`config.mk`:
```
export PLATFORM = sky130hd
export DESIGN_NAME = cap_touch_scanner
export DESIGN_NICKNAME = d
export VERILOG_FILES = /design/src/rtl/cap_touch_pkg.sv /design/src/rtl/cap_pad_channel.sv /design/src/rtl/cap_touch_scanner.sv
export SDC_FILE = /design/constraint.sdc
export NUM_CORES = 1
export LEC_CHECK = 0
export ABC_CLOCK_PERIOD_IN_PS = 3350
export CORE_MARGIN = 4
export CORE_UTILIZATION = 58
export DETAILED_ROUTE_END_ITERATION = 7
export DONT_BUFFER_PORTS = 1
export PLACE_DENSITY = 0.86
export SLEW_MARGIN = 20
export SYNTH_ARGS = -nofsm -noshare
export SYNTH_HDL_FRONTEND = slang
export SYNTH_HIERARCHICAL = 1
export SYNTH_SLANG_ARGS = --single-unit
```
`constraint.sdc`:
```
create_clock -name clock -period 3.35 [get_ports clock]
set_input_delay 0.67 -clock clock [delete_from_list [all_inputs] [get_ports clock]]
set_output_delay 0.67 -clock clock [all_outputs]
set_load 0.03 [all_outputs]
```
`src/rtl/cap_touch_pkg.sv`:
```
// Shared types and helpers for the capacitive pad scanner.
// Holds the scan state encoding and the event priority encoder.
package cap_touch_pkg;

  typedef enum logic [1:0] {
    IDLE    = 2'd0,
    CHARGE  = 2'd1,
    MEASURE = 2'd2,
    EVAL    = 2'd3
  } scan_state_t;

  localparam int MAX_PADS = 32;
  localparam int DEB_W    = 4;

  // Lowest set bit wins: walk from the top so later (lower) hits overwrite.
  function automatic logic [4:0] lowest_set_idx(input logic [MAX_PADS-1:0] vec);
    logic [4:0] idx;
    idx = 5'd0;
    for (int i = MAX_PADS - 1; i >= 0; i--) begin
      idx = vec[i] ? 5'(i) : idx;
    end
    return idx;
  endfunction

endpackage

```
`src/rtl/cap_pad_channel.sv`:
```
// One pad: input synchronizer, per-scan discharge capture and debounced touch state.
// The published count only changes on measure_done, so readback is stable between scans.
module cap_pad_channel
  import cap_touch_pkg::*;
#(
  parameter int CNT_W    = 12,
  parameter int THRESH   = 400,
  parameter int DEBOUNCE = 3
) (
  input  logic             clock,
  input  logic             reset,
  input  logic             sense,
  input  logic             clear,
  input  logic             measure,
  input  logic             measure_done,
  input  logic             evaluate,
  input  logic [CNT_W-1:0] meas_cnt,
  output logic             captured,
  output logic             sync_level,
  output logic [CNT_W-1:0] count,
  output logic             touched,
  output logic             rise
);

  logic [1:0]       sync_r;
  logic             captured_r;
  logic [CNT_W-1:0] work_r;
  logic [CNT_W-1:0] count_r;
  logic [DEB_W-1:0] deb_r;
  logic             touched_r;
  logic             raw_s;
  logic             flip_s;

  // Raw threshold decision and the scan on which the debounce run completes
  always_comb begin
    raw_s  = (count_r > CNT_W'(THRESH));
    flip_s = (raw_s != touched_r) && (deb_r == DEB_W'(DEBOUNCE - 1));
  end

  // Synchronizer, capture, count publication and debounce state
  always_ff @(posedge clock) begin
    if (reset) begin
      sync_r     <= 2'b11;
      captured_r <= 1'b0;
      work_r     <= {CNT_W{1'b0}};
      count_r    <= {CNT_W{1'b0}};
      deb_r      <= {DEB_W{1'b0}};
      touched_r  <= 1'b0;
    end else begin
      sync_r <= {sync_r[0], sense};
      if (clear) begin
        captured_r <= 1'b0;
        work_r     <= {CNT_W{1'b0}};
      end else if (measure && !captured_r && !sync_r[1]) begin
        captured_r <= 1'b1;
        work_r     <= meas_cnt;
      end
      // An uncaptured pad at exit is either capturing now or timing out; both take meas_cnt.
      if (measure_done) begin
        count_r <= captured_r ? work_r : meas_cnt;
      end
      if (evaluate) begin
        if (raw_s == touched_r) begin
          deb_r <= {DEB_W{1'b0}};
        end else if (flip_s) begin
          touched_r <= ~touched_r;
          deb_r     <= {DEB_W{1'b0}};
        end else begin
          deb_r <= deb_r + DEB_W'(1);
        end
      end
    end
  end

  assign captured   = captured_r;
  assign sync_level = sync_r[1];
  assign count      = count_r;
  assign touched    = touched_r;
  assign rise       = evaluate && flip_s && !touched_r;

endmodule

```
`src/rtl/cap_touch_scanner.sv`:
```
// Capacitive pad scanner: charge, time the discharge of every pad, debounce, report touches.
// Event outputs are registered at the end of EVAL and appear together with the updated touched.
module cap_touch_scanner
  import cap_touch_pkg::*;
#(
  parameter int N_PADS        = 9,
  parameter int CNT_W         = 12,
  parameter int CHARGE_CYCLES = 64,
  parameter int TIMEOUT       = 2047,
  parameter int THRESH        = 400,
  parameter int DEBOUNCE      = 3
) (
  input  logic                      clock,
  input  logic                      reset,
  input  logic                      enable,
  input  logic [N_PADS-1:0]         sense_in,
  output logic                      charge_out,
  output logic [N_PADS-1:0]         touched,
  output logic [N_PADS-1:0]         new_touches,
  output logic                      touch_event,
  output logic [$clog2(N_PADS)-1:0] event_idx,
  output logic                      scan_done,
  input  logic [$clog2(N_PADS)-1:0] cnt_sel,
  output logic [CNT_W-1:0]          cnt_value
);

  localparam int IDX_W = $clog2(N_PADS);
  localparam int CC_W  = $clog2(CHARGE_CYCLES + 1);
  localparam logic [IDX_W:0] PAD_LIMIT = N_PADS[IDX_W:0];

  scan_state_t      state_r;
  logic [CC_W-1:0]  charge_cnt_r;
  logic [CNT_W-1:0] meas_cnt_r;

  logic             in_charge_s;
  logic             in_measure_s;
  logic             in_eval_s;
  logic             all_cap_s;
  logic             timeout_s;
  logic             meas_done_s;
  logic [N_PADS-1:0] captured_s;
  logic [N_PADS-1:0] sync_level_s;
  logic [N_PADS-1:0] rise_s;
  logic [CNT_W-1:0] pad_count_s [N_PADS];

  // Per-cycle control decode; a pad reading low this cycle counts as captured for exit purposes
  always_comb begin
    in_charge_s  = (state_r == CHARGE);
    in_measure_s = (state_r == MEASURE);
    in_eval_s    = (state_r == EVAL);
    all_cap_s    = &(captured_s | ~sync_level_s);
    timeout_s    = (meas_cnt_r == CNT_W'(TIMEOUT));
    meas_done_s  = in_measure_s && (all_cap_s || timeout_s);
  end

  for (genvar g = 0; g < N_PADS; g++) begin : g_pad
    cap_pad_channel #(
      .CNT_W   (CNT_W),
      .THRESH  (THRESH),
      .DEBOUNCE(DEBOUNCE)
    ) u_pad (
      .clock       (clock),
      .reset       (reset),
      .sense       (sense_in[g]),
      .clear       (in_charge_s),
      .measure     (in_measure_s),
      .measure_done(meas_done_s),
      .evaluate    (in_eval_s),
      .meas_cnt    (meas_cnt_r),
      .captured    (captured_s[g]),
      .sync_level  (sync_level_s[g]),
      .count       (pad_count_s[g]),
      .touched     (touched[g]),
      .rise        (rise_s[g])
    );
  end

  // Scan sequencer with registered charge drive and event outputs
  always_ff @(posedge clock) begin
    if (reset) begin
      state_r      <= IDLE;
      charge_cnt_r <= {CC_W{1'b0}};
      meas_cnt_r   <= {CNT_W{1'b0}};
      charge_out   <= 1'b0;
      scan_done    <= 1'b0;
      touch_event  <= 1'b0;
      new_touches  <= {N_PADS{1'b0}};
      event_idx    <= {IDX_W{1'b0}};
    end else begin
      scan_done   <= 1'b0;
      touch_event <= 1'b0;
      new_touches <= {N_PADS{1'b0}};
      event_idx   <= {IDX_W{1'b0}};
      case (state_r)
        IDLE: begin
          charge_out <= 1'b0;
          if (enable) begin
            state_r      <= CHARGE;
            charge_out   <= 1'b1;
            charge_cnt_r <= {CC_W{1'b0}};
          end
        end
        CHARGE: begin
          meas_cnt_r <= {CNT_W{1'b0}};
          if (charge_cnt_r == CC_W'(CHARGE_CYCLES - 1)) begin
            state_r    <= MEASURE;
            charge_out <= 1'b0;
          end else begin
            charge_cnt_r <= charge_cnt_r + CC_W'(1);
          end
        end
        MEASURE: begin
          if (meas_done_s) begin
            state_r <= EVAL;
          end else begin
            meas_cnt_r <= meas_cnt_r + CNT_W'(1);
          end
        end
        EVAL: begin
          scan_done   <= 1'b1;
          touch_event <= |rise_s;
          new_touches <= rise_s;
          event_idx   <= IDX_W'(lowest_set_idx(MAX_PADS'(rise_s)));
          // A scan always completes; enable only decides whether another one follows.
          if (enable) begin
            state_r      <= CHARGE;
            charge_out   <= 1'b1;
            charge_cnt_r <= {CC_W{1'b0}};
          end else begin
            state_r <= IDLE;
          end
        end
        default: begin
          state_r    <= IDLE;
          charge_out <= 1'b0;
        end
      endcase
    end
  end

  // Count readback; unused selector codes read zero
  always_comb begin
    if ({1'b0, cnt_sel} < PAD_LIMIT) begin
      cnt_value = pad_count_s[cnt_sel];
    end else begin
      cnt_value = {CNT_W{1'b0}};
    end
  end

endmodule

```
==> out/metrics.csv <==
metric,value,unit
Die Area,0.0283,sq mm
Die X,168,microns
cell taking the most area after synthesis,dfxtp_1,
sequential cell area,0.00651,sq mm
Area contributors post-synth,"dfxtp_1 (44%), mux2i_1 (16%), nor2_1 (7.0%)",
drt wl/cell,20.0,microns
share of the synthesized area in the top cell type,0.438,
fin crit period,2.65,ns
num rows,58,
Final TNS setup,0,ns
"Hold Violations, Final",0,
Required @ worst endpoint,2.68,ns
mapped cell area,0.0149,sq mm
Worst-Skew Late Latency,0.53,ns
maxcap violations,0,
Routed WL,38.5,mm
"Max FO, Critical Path",4,
total congestion overflow,0,
unrepaired setup endpoints after global routing,false,
Starting Density,0.590,
chip height,168,microns
final-stage net count,1611,
vias in the first global route,11900,
total CTS buffers,35,
Slew @ Worst Pin,0.900,ns
clock slew seen by the registers of the worst setup and hold paths,0.06,ns
WS Path Type,flop to output port,
layout cell share with drive strength beyond 1,0.102,
worst-case clock buffer depth,3,
period utilization,0.790,
via/cell ratio,6.44,
Worst Hold Class,primary input to flop,
largest net degree at the start of global routing,202,
Mapped Nets,1618,
overall routing resource usage,0.265,
clk_skew,0.0338,ns
PwrDens,533,mW/mm^2
hold buffer count at cts,0,
Synth async-reset ratio,0,
most common cell in the netlist,dfxtp_1,
Highest Clock Rate,0.378,GHz
Fill cells,1808,
Detail Route Antenna Nets,0,
CP Capture Type,output port,
Leak,5.34,nW
HPWL after DPL,24.4,mm
dominant synthesized flop cell,dfxtp_1,
First-pass DRT Iterations,6,
DRC,0,
Cells after Synth,1577,
P&R area growth vs syn,10.9,%
RePlAce Congestion,0.884,
initial DRC count,1490,
# Post-CTS Setup Buffers,0,
synth cell count leaders,"dfxtp_1 (325), nor2_1 (277), mux2i_1 (231)",
CP arrival,1.98,ns
library cells used by synthesis,63,
"Seq/Total Area, Yosys",0.438,
core area,0.0252,sq mm
Ports,53,
Multi-input gate area,0.00774,sq mm
worst vdd ir,419,uV
Mean Syn Cell Area,9.43,sq um
H-tree Lvls,2,
status,finished clean,
# diodes,0,
CTS Root Cell,clkbuf_16,
Synth Register Bits,325,
smallest hold slack,0.210,ns
fin. max-slew vios,0,
CTS tree,built,
final setup violation count,0,
"EDFF count, synth",0,
antenna violations before repair,0,
Setup crit start kind,flop,
Post-CTS Resized,0,
Syn. warnings,6,
clock sink count,325,
PortBufs,0,
global-route wire length before repair,61.7,mm
Vias,12400,
slew margin rel.,0.398,
[final cells by class]
type | count | area share
Timing Repair Buffer | 54 | 0.0269
Clock inverter | 12 | 0.00964
Tap cell | 330 | 0.0250
Clock buffer | 50 | 0.0621
Inverter | 53 | 0.0121
Sequential cell | 325 | 0.395
Multi-Input combinational cell | 1101 | 0.470
[registers in the layout, indices dropped and copies added (netlist names)]
name and count:
g_pad.u_pad/count 108, g_pad.u_pad/work_r 108, g_pad.u_pad/deb_r 36, g_pad.u_pad/sync_r 18
meas_cnt_r 12, g_pad.u_pad/captured 9, g_pad.u_pad/touched 9, new_touches 9
charge_cnt_r 7, event_idx 4, state_r 2, charge_out 1
scan_done 1, touch_event 1
[layer usage]
layer / GRT usage / up-vias / routed length, microns
li1: - / 5708 / -
met2: 0.433 / 647 / 18000
met3: 0.0512 / 134 / 3740
met1: 0.342 / 5911 / 15200
met4: 0.114 / 0 / 1570
met5: 0 / - / 0
[final timing paths]
path                            startpoint                  endpoint  slack, ns  cells past startpoint
setup / recovery   g_pad[2].u_pad/count[4]              cnt_value[4]       0.70                      4
hold / removal                       reset   g_pad[3].u_pad/deb_r[3]       0.21                      1
setup reg to reg   g_pad[4].u_pad/captured   g_pad[1].u_pad/count[9]       0.78                      7
hold reg to reg   g_pad[6].u_pad/sync_r[0]  g_pad[6].u_pad/sync_r[1]       0.40                      1
[kinds of logic (layout without fill, tap and decap cells)]
logic type                 after synthesis  in the layout  synth area share
xor gates and xnor gates                 4              4           0.00236
DFF                                    325            325             0.438
and+or+nand+nor                        559            559             0.179
AOI/OAI and AO/OA                      258            258             0.126
buffers and inverters                  151            169            0.0421
muxes                                  255            255             0.192
adders and majority gates               25             25            0.0210
[report_power, final]
group | internal [mW] | total (mW) | switching (mW)
logic | 0.302 | 0.871 | 0.569
clock network | 2.37 | 3.94 | 1.58
registers | 3.91 | 3.97 | 0.0566
total | 6.58 | 8.78 | 2.20
[worst max-delay path, stage by stage, from the launching register on]
cell	delay, ns
dfxtp_1	0.38
mux4_2	0.50
mux2i_1	0.28
o21ai_0	0.12
buf_4	0.18
[placed cells by master, fill, tap and decap left out, drive strengths merged, types with 4 or more instances in the layout]
master,Yosys,final
o311ai,10,10
nand2,58,58
nor3,61,61
buf,36,54
mux2i,231,231
o21ai,25,25
a211oi,119,119
a31oi,30,30
and3,5,5
or3,21,21
nor2,277,277
or2,28,28
xnor2,4,4
ha,25,25
nand2b,5,5
inv,53,54
nor3b,18,18
nand3,34,34
a21oi,23,23
nor4,11,11
a32oi,19,19
and2,7,7
nand4b,9,9
clkinv,0,6
a311oi,5,5
clkbuf,62,50
o211ai,5,5
mux4,24,24
nand4,13,13
dfxtp,325,325
[per-stage QoR]
stage	power [mW]	cells	setup slack, ns	instance area [sq um]	utilization
after floorplan	4.73	1577	0.155	14900	-
after global placement	4.88	1863	0.945	15300	0.608
after detailed placement	4.91	1863	0.874	15300	0.608
after CTS	8.81	1925	0.726	16500	0.655
after global routing	9.07	1925	0.645	16500	0.655
final	8.78	1925	0.702	16500	0.655
No activity file was read; power rests on OpenSTA's default activity.
